## config.mk

```make
export PLATFORM = sky130hd
export DESIGN_NAME = audio_sd_dac
export DESIGN_NICKNAME = d
export VERILOG_FILES = /design/src/rtl/audio_sd_dac.sv
export SDC_FILE = /design/constraint.sdc
export NUM_CORES = 1
export LEC_CHECK = 0
export ABC_AREA = 1
export CORE_UTILIZATION = 30
export DETAILED_ROUTE_END_ITERATION = 12
export PLACE_DENSITY = 0.51
export SETUP_SLACK_MARGIN = 0.5
export SLEW_MARGIN = 5
export SYNTH_ARGS = -nofsm -noshare
export SYNTH_HDL_FRONTEND = slang
export SYNTH_SLANG_ARGS = --single-unit
```

## constraint.sdc

```tcl
create_clock -name clk_i -period 4.04 [get_ports clk_i]
set_clock_uncertainty 0.2 [all_clocks]
set_input_delay 0.808 -clock clk_i [delete_from_list [all_inputs] [get_ports clk_i]]
set_output_delay 0.808 -clock clk_i [all_outputs]
set_load 0.01 [all_outputs]
```

## src/rtl/audio_sd_dac.sv

```systemverilog
// Volume-scaled first-order sigma-delta (PDM) output stage with a Wishbone
// control/status window; reports sample-stream overrun and starvation.
module audio_sd_dac #(
  parameter int          AUDIO_BDEPTH   = 8,
  parameter int unsigned BASE_ADDRESS   = 16'h0000,
  parameter int          ADDRESS_WIDTH  = 16,
  parameter int          DATA_WIDTH     = 8,
  parameter int          TIMEOUT_CYCLES = 4096
) (
  input  logic                     clk_i,
  input  logic                     rst_i,
  input  logic [ADDRESS_WIDTH-1:0] adr_i,
  input  logic [DATA_WIDTH-1:0]    dat_i,
  output logic [DATA_WIDTH-1:0]    dat_o,
  input  logic                     we_i,
  input  logic                     sel_i,
  input  logic                     stb_i,
  input  logic                     cyc_i,
  output logic                     ack_o,
  input  logic [2:0]               cti_i,
  input  logic [AUDIO_BDEPTH-1:0]  audio_in,
  input  logic                     valid_in,
  output logic                     pdm_o,
  output logic                     amp_en_o
);

  localparam int TW = $clog2(TIMEOUT_CYCLES + 1);
  localparam int PW = AUDIO_BDEPTH + 9;
  localparam logic [TW-1:0] T_MAX = TW'(TIMEOUT_CYCLES);
  localparam logic [TW-1:0] T_PRE = TW'(TIMEOUT_CYCLES - 1);
  localparam logic [AUDIO_BDEPTH-1:0] MID = {1'b1, {(AUDIO_BDEPTH-1){1'b0}}};

  logic [ADDRESS_WIDTH-1:0] off;
  logic                     in_win, req, take, wr, wr_ctrl, wr_vol, clr;
  logic [DATA_WIDTH-1:0]    rd_dat;

  logic                     enable, mute;
  logic [7:0]               volume, count;
  logic                     overrun, underrun, starved, running, und_set;
  logic [TW-1:0]            timer;

  logic [AUDIO_BDEPTH-1:0]  sample, scaled, u, acc;
  logic                     vld_d;
  logic signed [PW-1:0]     prod;
  logic [AUDIO_BDEPTH:0]    sum;
  logic                     unused_ok;

  // Unsigned offset compare keeps the window test independent of BASE_ADDRESS.
  assign off     = adr_i - ADDRESS_WIDTH'(BASE_ADDRESS);
  assign in_win  = (off < ADDRESS_WIDTH'(4));
  assign req     = cyc_i & stb_i & in_win;
  assign take    = req & ~ack_o;
  assign wr      = take & we_i;
  assign wr_ctrl = wr & (off[1:0] == 2'd0);
  assign wr_vol  = wr & (off[1:0] == 2'd1);
  assign clr     = wr_ctrl & dat_i[2];

  always_comb begin
    rd_dat = '0;
    case (off[1:0])
      2'd0:    rd_dat[1:0] = {mute, enable};
      2'd1:    rd_dat[7:0] = volume;
      2'd2:    rd_dat[2:0] = {starved, underrun, overrun};
      default: rd_dat[7:0] = count;
    endcase
  end

  always_ff @(posedge clk_i or posedge rst_i) begin
    if (rst_i) begin
      ack_o  <= 1'b0;
      dat_o  <= '0;
      enable <= 1'b0;
      mute   <= 1'b0;
      volume <= 8'hFF;
    end else begin
      ack_o <= take;
      if (take)    dat_o <= rd_dat;
      if (wr_ctrl) {mute, enable} <= dat_i[1:0];
      if (wr_vol)  volume <= dat_i[7:0];
    end
  end

  // Zero-extended volume makes the multiply signed x unsigned; the slice is a floor shift.
  assign prod = $signed(sample) * $signed({1'b0, volume});
  assign sum  = {1'b0, acc} + {1'b0, u};
  assign und_set = running & ~valid_in & (timer == T_PRE);

  always_ff @(posedge clk_i or posedge rst_i) begin
    if (rst_i) begin
      vld_d  <= 1'b0;
      sample <= '0;
      count  <= '0;
      scaled <= '0;
      u      <= '0;
    end else begin
      vld_d <= valid_in;
      if (valid_in) begin
        sample <= audio_in;
        count  <= count + 8'd1;
      end
      if (vld_d) scaled <= prod[AUDIO_BDEPTH+7:8];
      u <= (mute | starved) ? MID : {~scaled[AUDIO_BDEPTH-1], scaled[AUDIO_BDEPTH-2:0]};
    end
  end

  always_ff @(posedge clk_i or posedge rst_i) begin
    if (rst_i) begin
      overrun  <= 1'b0;
      underrun <= 1'b0;
      starved  <= 1'b0;
      running  <= 1'b0;
      timer    <= '0;
    end else begin
      overrun  <= (valid_in & vld_d) | (overrun & ~clr);
      underrun <= und_set | (underrun & ~clr);
      if (valid_in) begin
        timer   <= '0;
        running <= 1'b1;
        starved <= 1'b0;
      end else if (running && timer != T_MAX) begin
        timer <= timer + TW'(1);
        if (timer == T_PRE) starved <= 1'b1;
      end
    end
  end

  always_ff @(posedge clk_i or posedge rst_i) begin
    if (rst_i) begin
      acc      <= '0;
      pdm_o    <= 1'b0;
      amp_en_o <= 1'b0;
    end else begin
      amp_en_o <= enable & ~starved;
      if (!enable) begin
        acc   <= '0;
        pdm_o <= 1'b0;
      end else begin
        acc   <= sum[AUDIO_BDEPTH-1:0];
        pdm_o <= sum[AUDIO_BDEPTH];
      end
    end
  end

  assign unused_ok = ^{sel_i, cti_i, prod[7:0], prod[PW-1]};

endmodule

```

=== Word-level counts from Yosys, hierarchy flattened ===
Cells that the tools add are included.

* Bits in registers: 79
* Latch bits: 0
* Bits in writable memories: 0
* Memory bits (read-only): 0
* Bits of input ports: 42
* Output and inout bits: 11
* Logic and storage cells: 65
* Memories: 0

* Add/subtract/negate cells: 3
* Multipliers: 1
* Divide/modulo/power cells: 0
* Order comparisons: 1
* Equality and inequality tests: 4
* Shift-type cells: 0
* Muxes and demuxes: 11
* Bitwise operators: 21
* Reductions and logical operators: 6

{| class="wikitable"
|+ Operators by type and width
! operator !! count
|-
| $mux 13 || 2
|-
| $lt 16x3->1 const B || 1
|-
| $mul 8x9->16 || 1
|-
| $mux 8 || 2
|-
| $add 13x1->13 const B || 1
|-
| $and 1x1->1 || 13
|-
| $eq 13x12->1 const B || 1
|-
| $ne 13x13->1 const B || 1
|-
| $pmux 5 s2 || 1
|-
| $add 8x8->9 || 1
|-
| $add 8x1->8 const B || 1
|-
| $pmux 2 s3 || 1
|-
| $not 1->1 || 5
|-
| $mux 1 || 4
|-
| $reduce_bool 2->1 || 2
|-
| $or 1x1->1 || 3
|-
| $pmux 1 s3 || 1
|-
| $eq 2x1->1 const B || 1
|-
| $eq 2x2->1 const B || 1
|-
| $logic_not 2->1 || 1
|-
| $reduce_and 2->1 || 1
|-
| $reduce_or 2->1 || 1
|-
| $logic_and 1x1->1 || 1
|}

=== Depth between registers and ports, before layout ===
* Depth in word-level cells: 9
* Depth in mapped cells: 19
* Gate-level depth less buffers: 18

=== Least setup slack after synthesis ===
No wires, ideal clock.

* Path kind: flip-flop to flip-flop
* From: register volume[1]
* To: register scaled[7]
* Setup time: 0.118 ns
* Data arrival time: 3.989 ns
* Required time: 3.722 ns
* Setup slack: -0.267 ns
* Stages on the path, launching flop included: 16
* Buffers on the path: 1
* Period minus slack after synthesis: 4.307 ns
* Cells stage by stage: dfstp_2 -> clkbuf_1 -> nor2_1 -> fa_1 -> fa_1 -> fa_1 -> inv_1 -> fa_1 -> inv_1 -> ha_1 -> a21oi_2 -> o21ai_0 -> a21oi_1 -> nand3_1 -> nand3_1 -> nand2_1

* Cells in the longest elaborated chain, start to end: 1

{| class="wikitable"
|+ RTL lines
! what !! RTL line !! source
|-
| start: declaration || 38 || <nowiki>logic [7:0] volume, count;</nowiki>
|-
| start signal: assignment || 79 || <nowiki>if (wr_vol) volume <= dat_i[7:0];</nowiki>
|-
| $mul 8x9->16 || 84 || <nowiki>assign prod = $signed(sample) * $signed({1'b0, volume});</nowiki>
|-
| end signal: assignment || 101 || <nowiki>if (vld_d) scaled <= prod[AUDIO_BDEPTH+7:8];</nowiki>
|-
| end: declaration || 42 || <nowiki>logic [AUDIO_BDEPTH-1:0] sample, scaled, u, acc;</nowiki>
|}

Every way passes these cells.
A chain may end at the register's enable or synchronous reset.

=== Worst setup path in the final report ===
* From: register volume[6]
* To: register scaled[5]

Same word-level chain as after synthesis.

==> flow_summary.yaml <==
floorplan:
  fp.dieH_um: 145
  dieArea_sq_um: 21000
  core_sq_um: 19800
  ios: 53
  start_util: 0.310
  row_count: 51
  die_w_um: 145
yosys:
  ys_types: 44
  ys_ff_latch: 79
  synthCells: 761
  syn_nets: 888
  avgSynthCellArea_sq_um: 8.06
  yosys_warnings: 0
  async_reset_ff_frac: 1.00
  synth_edf_count: 0
  synth-seq-area-share: 0.324
  synth_flop_cell: "dfrtp_1"
  syn_area_sq_um: 6140
sta:
  rsz0062_at_grt: "true"
  hold_viol_final: 0
  fin_ws_ns: -0.0466
  final.setup.tns_ns: -0.0466
  worst_pin_slew_ns: 0.643
  layout_worst_path_cycle_share: 1.01
  finalSetupViolCount: 1
  fmax_ghz: 0.245
  slew_headroom: 0.571
  finalMaxSlewViolations: 0
  min_period_ns: 4.09
power:
  netSwitchingPower_mw: 0.619
  powerDensity_nw_per_um2: 289
  p_clk_frac: 0.422
  power_frac_seq: 0.407
  ir_worst_vdd_mv: 0.185
  p_int_mw: 1.63
  combinationalPowerShare: 0.171
  p_leak_nw: 4.04
  switching_share: 0.275
  power.total_mw: 2.25
layout:
  final_nets: 969
  layout_commonest_cell: "nand2_1"
  num-fill-cells: 2071
  synthToLayoutAreaGrowth_pct: 27.0
  drive_gt1_frac: 0.218
  multi_input_area_sq_um: 3700
  n_antenna_cell: 0
  layout_common_cells: "nand2_1, inv_1, dfrtp_1"
  layout.area.seq_sq_um: 1990
placement:
  preCtsSetupSlack_ns: -0.0997
  gp_congestion: 0.829
  portBuffers: 48
  dp_hpwl_mm: 10.8
worst_setup_path:
  path_class: "reg -> reg"
  critPathArrivalTime_ns: 4.10
  cp-start-kind: "flop"
  worstPathMaxFanout: 7
  required_ns: 4.06
  crit_path_end_kind: "flop"
run:
  max_cap_violations: 0
clocking:
  cts.sinks: 79
  clk_latency_ns: 0.35
  cts_tree: "done"
  clk_pin_slew_worst_paths_ns: 0.06
  cts_max_path_buffers: 2
  cts-htree-levels: 3
  clock-root-buffer: "clkbuf_16"
  cts_buffers: 9
status:
  violations: "setup timing"
  status: "complete, but fails checks"
detailed_routing:
  ant_nets: 0
  initialDrtViolationCount: 197
  vias_per_cell: 4.37
  vias: 4864
  drc: 0
  wl_per_cell_um: 12.4
  first_pass_iters: 5
  finalWirelength_mm: 13.7
global_routing:
  grt_pass1_vias: 4932
  grt_max_degree: 45
  antenna_found_initial: 0
  grt_use_total: 0.143
  overflow: 0
  grt_pass1_wl_mm: 24.1
min_path:
  hp-class: "reg -> reg"
layout make-up:
type / count / share of cell area
sequential: 79 / 0.255
tap: 265 / 0.0425
timing repair buffer: 94 / 0.110
clock inverter: 6 / 0.0151
multi-input combinational: 507 / 0.475
inverter: 151 / 0.0730
clock buffer: 10 / 0.0294
cell families after synthesis:
kind of cell               count (synthesis)  share of synthesized area
AOI/OAI and AO/OA                         78                     0.0762
xor gates and xnor gates                  12                     0.0171
adders and majority gates                 85                      0.217
buffers and inverters                    175                      0.113
DFF                                       79                      0.324
and+or+nand+nor                          332                      0.253
metal layers:
metal	track usage	part of all wire
met3	0.0252	0.028
met1	0.192	0.49
met5	0	0
met4	0.0441	0.014
met2	0.233	0.46
repair_timing:
action,CTS,global route
gates cloned,0,0
hold buffers,0,0
setup endpoints to repair,8,8
buffers inserted,5,2
resized for setup,36,19
pin swaps,16,16
power groups by stage:
stage / sequential, mW / combinational (mW) / clock [mW]
4_1_cts: 0.916 / 0.388 / 0.987
3_5_place_dp: 0.930 / 0.373 / 0
3_3_place_gp: 0.930 / 0.372 / 0
5_1_grt: 0.927 / 0.440 / 1.01
2_1_floorplan: 0.907 / 0.258 / 0
6_report: 0.918 / 0.384 / 0.952
synth_stat cells, drive strengths merged, types with 2 or more instances:
master / number / area (sq um)
clkbuf: 17 / 63.8
o21ai: 42 / 248
inv: 149 / 559
nor2: 49 / 218
buf: 7 / 58.8
nand3: 51 / 288
nand4: 13 / 125
nand3b: 2 / 15.0
dfstp: 8 / 210
o221ai: 2 / 17.5
o2111ai: 3 / 26.3
o211ai: 2 / 15.0
xor2: 9 / 78.8
a21oi: 24 / 124
fa: 36 / 721
clkinv: 2 / 8.75
nor3: 11 / 86.3
xnor2: 3 / 26.3
ha: 49 / 613
o21a: 2 / 15.0
dfrtp: 71 / 1780
nand2: 204 / 793
through the flow:
| step | utilization | area, sq um | std cells | hold WS, ns |
|---|---|---|---|---|
| floorplan | - | 6290 | 761 | 0.209 |
| global placement | 0.366 | 7230 | 1089 | 0.242 |
| detailed placement | 0.366 | 7230 | 1089 | 0.226 |
| CTS | 0.391 | 7740 | 1110 | 0.240 |
| global route | 0.394 | 7790 | 1112 | 0.285 |
| finish | 0.394 | 7790 | 1112 | 0.239 |
registers in the layout, summed over array words and instances, names as in the netlist:
| register | cells |
|---|---|
| acc | 8 |
| ack_o | 1 |
| amp_en_o | 1 |
| count | 8 |
| dat_o | 8 |
| enable | 1 |
| mute | 1 |
| overrun | 1 |
| pdm_o | 1 |
| running | 1 |
| sample | 8 |
| scaled | 8 |
| starved | 1 |
| timer | 13 |
| u | 8 |
| underrun | 1 |
| vld_d | 1 |
| volume | 8 |
final timing paths:
path	endpoint	slack [ns]	startpoint	cells past startpoint
max	scaled[5]	-0.05	volume[6]	16
min	u[7]	0.24	scaled[7]	1
max reg2reg	scaled[5]	-0.05	volume[6]	16
min reg2reg	u[7]	0.24	scaled[7]	1
max in group asynchronous	volume[3]	2.28	rst_i	3
min in group asynchronous	timer[5]	0.65	rst_i	2
critical path, cell delays in order (launching register included):
cell,delay (ns)
dfstp_2,0.63
nand2_2,0.08
fa_2,0.34
fa_1,0.55
inv_2,0.05
fa_1,0.55
inv_2,0.04
fa_1,0.51
inv_2,0.05
ha_4,0.30
nand2_4,0.08
nor2_2,0.09
nand4_1,0.17
nand3_1,0.11
nand2_1,0.07
nand3_2,0.07
o21ai_1,0.07
(Power assumes the default switching activity.)
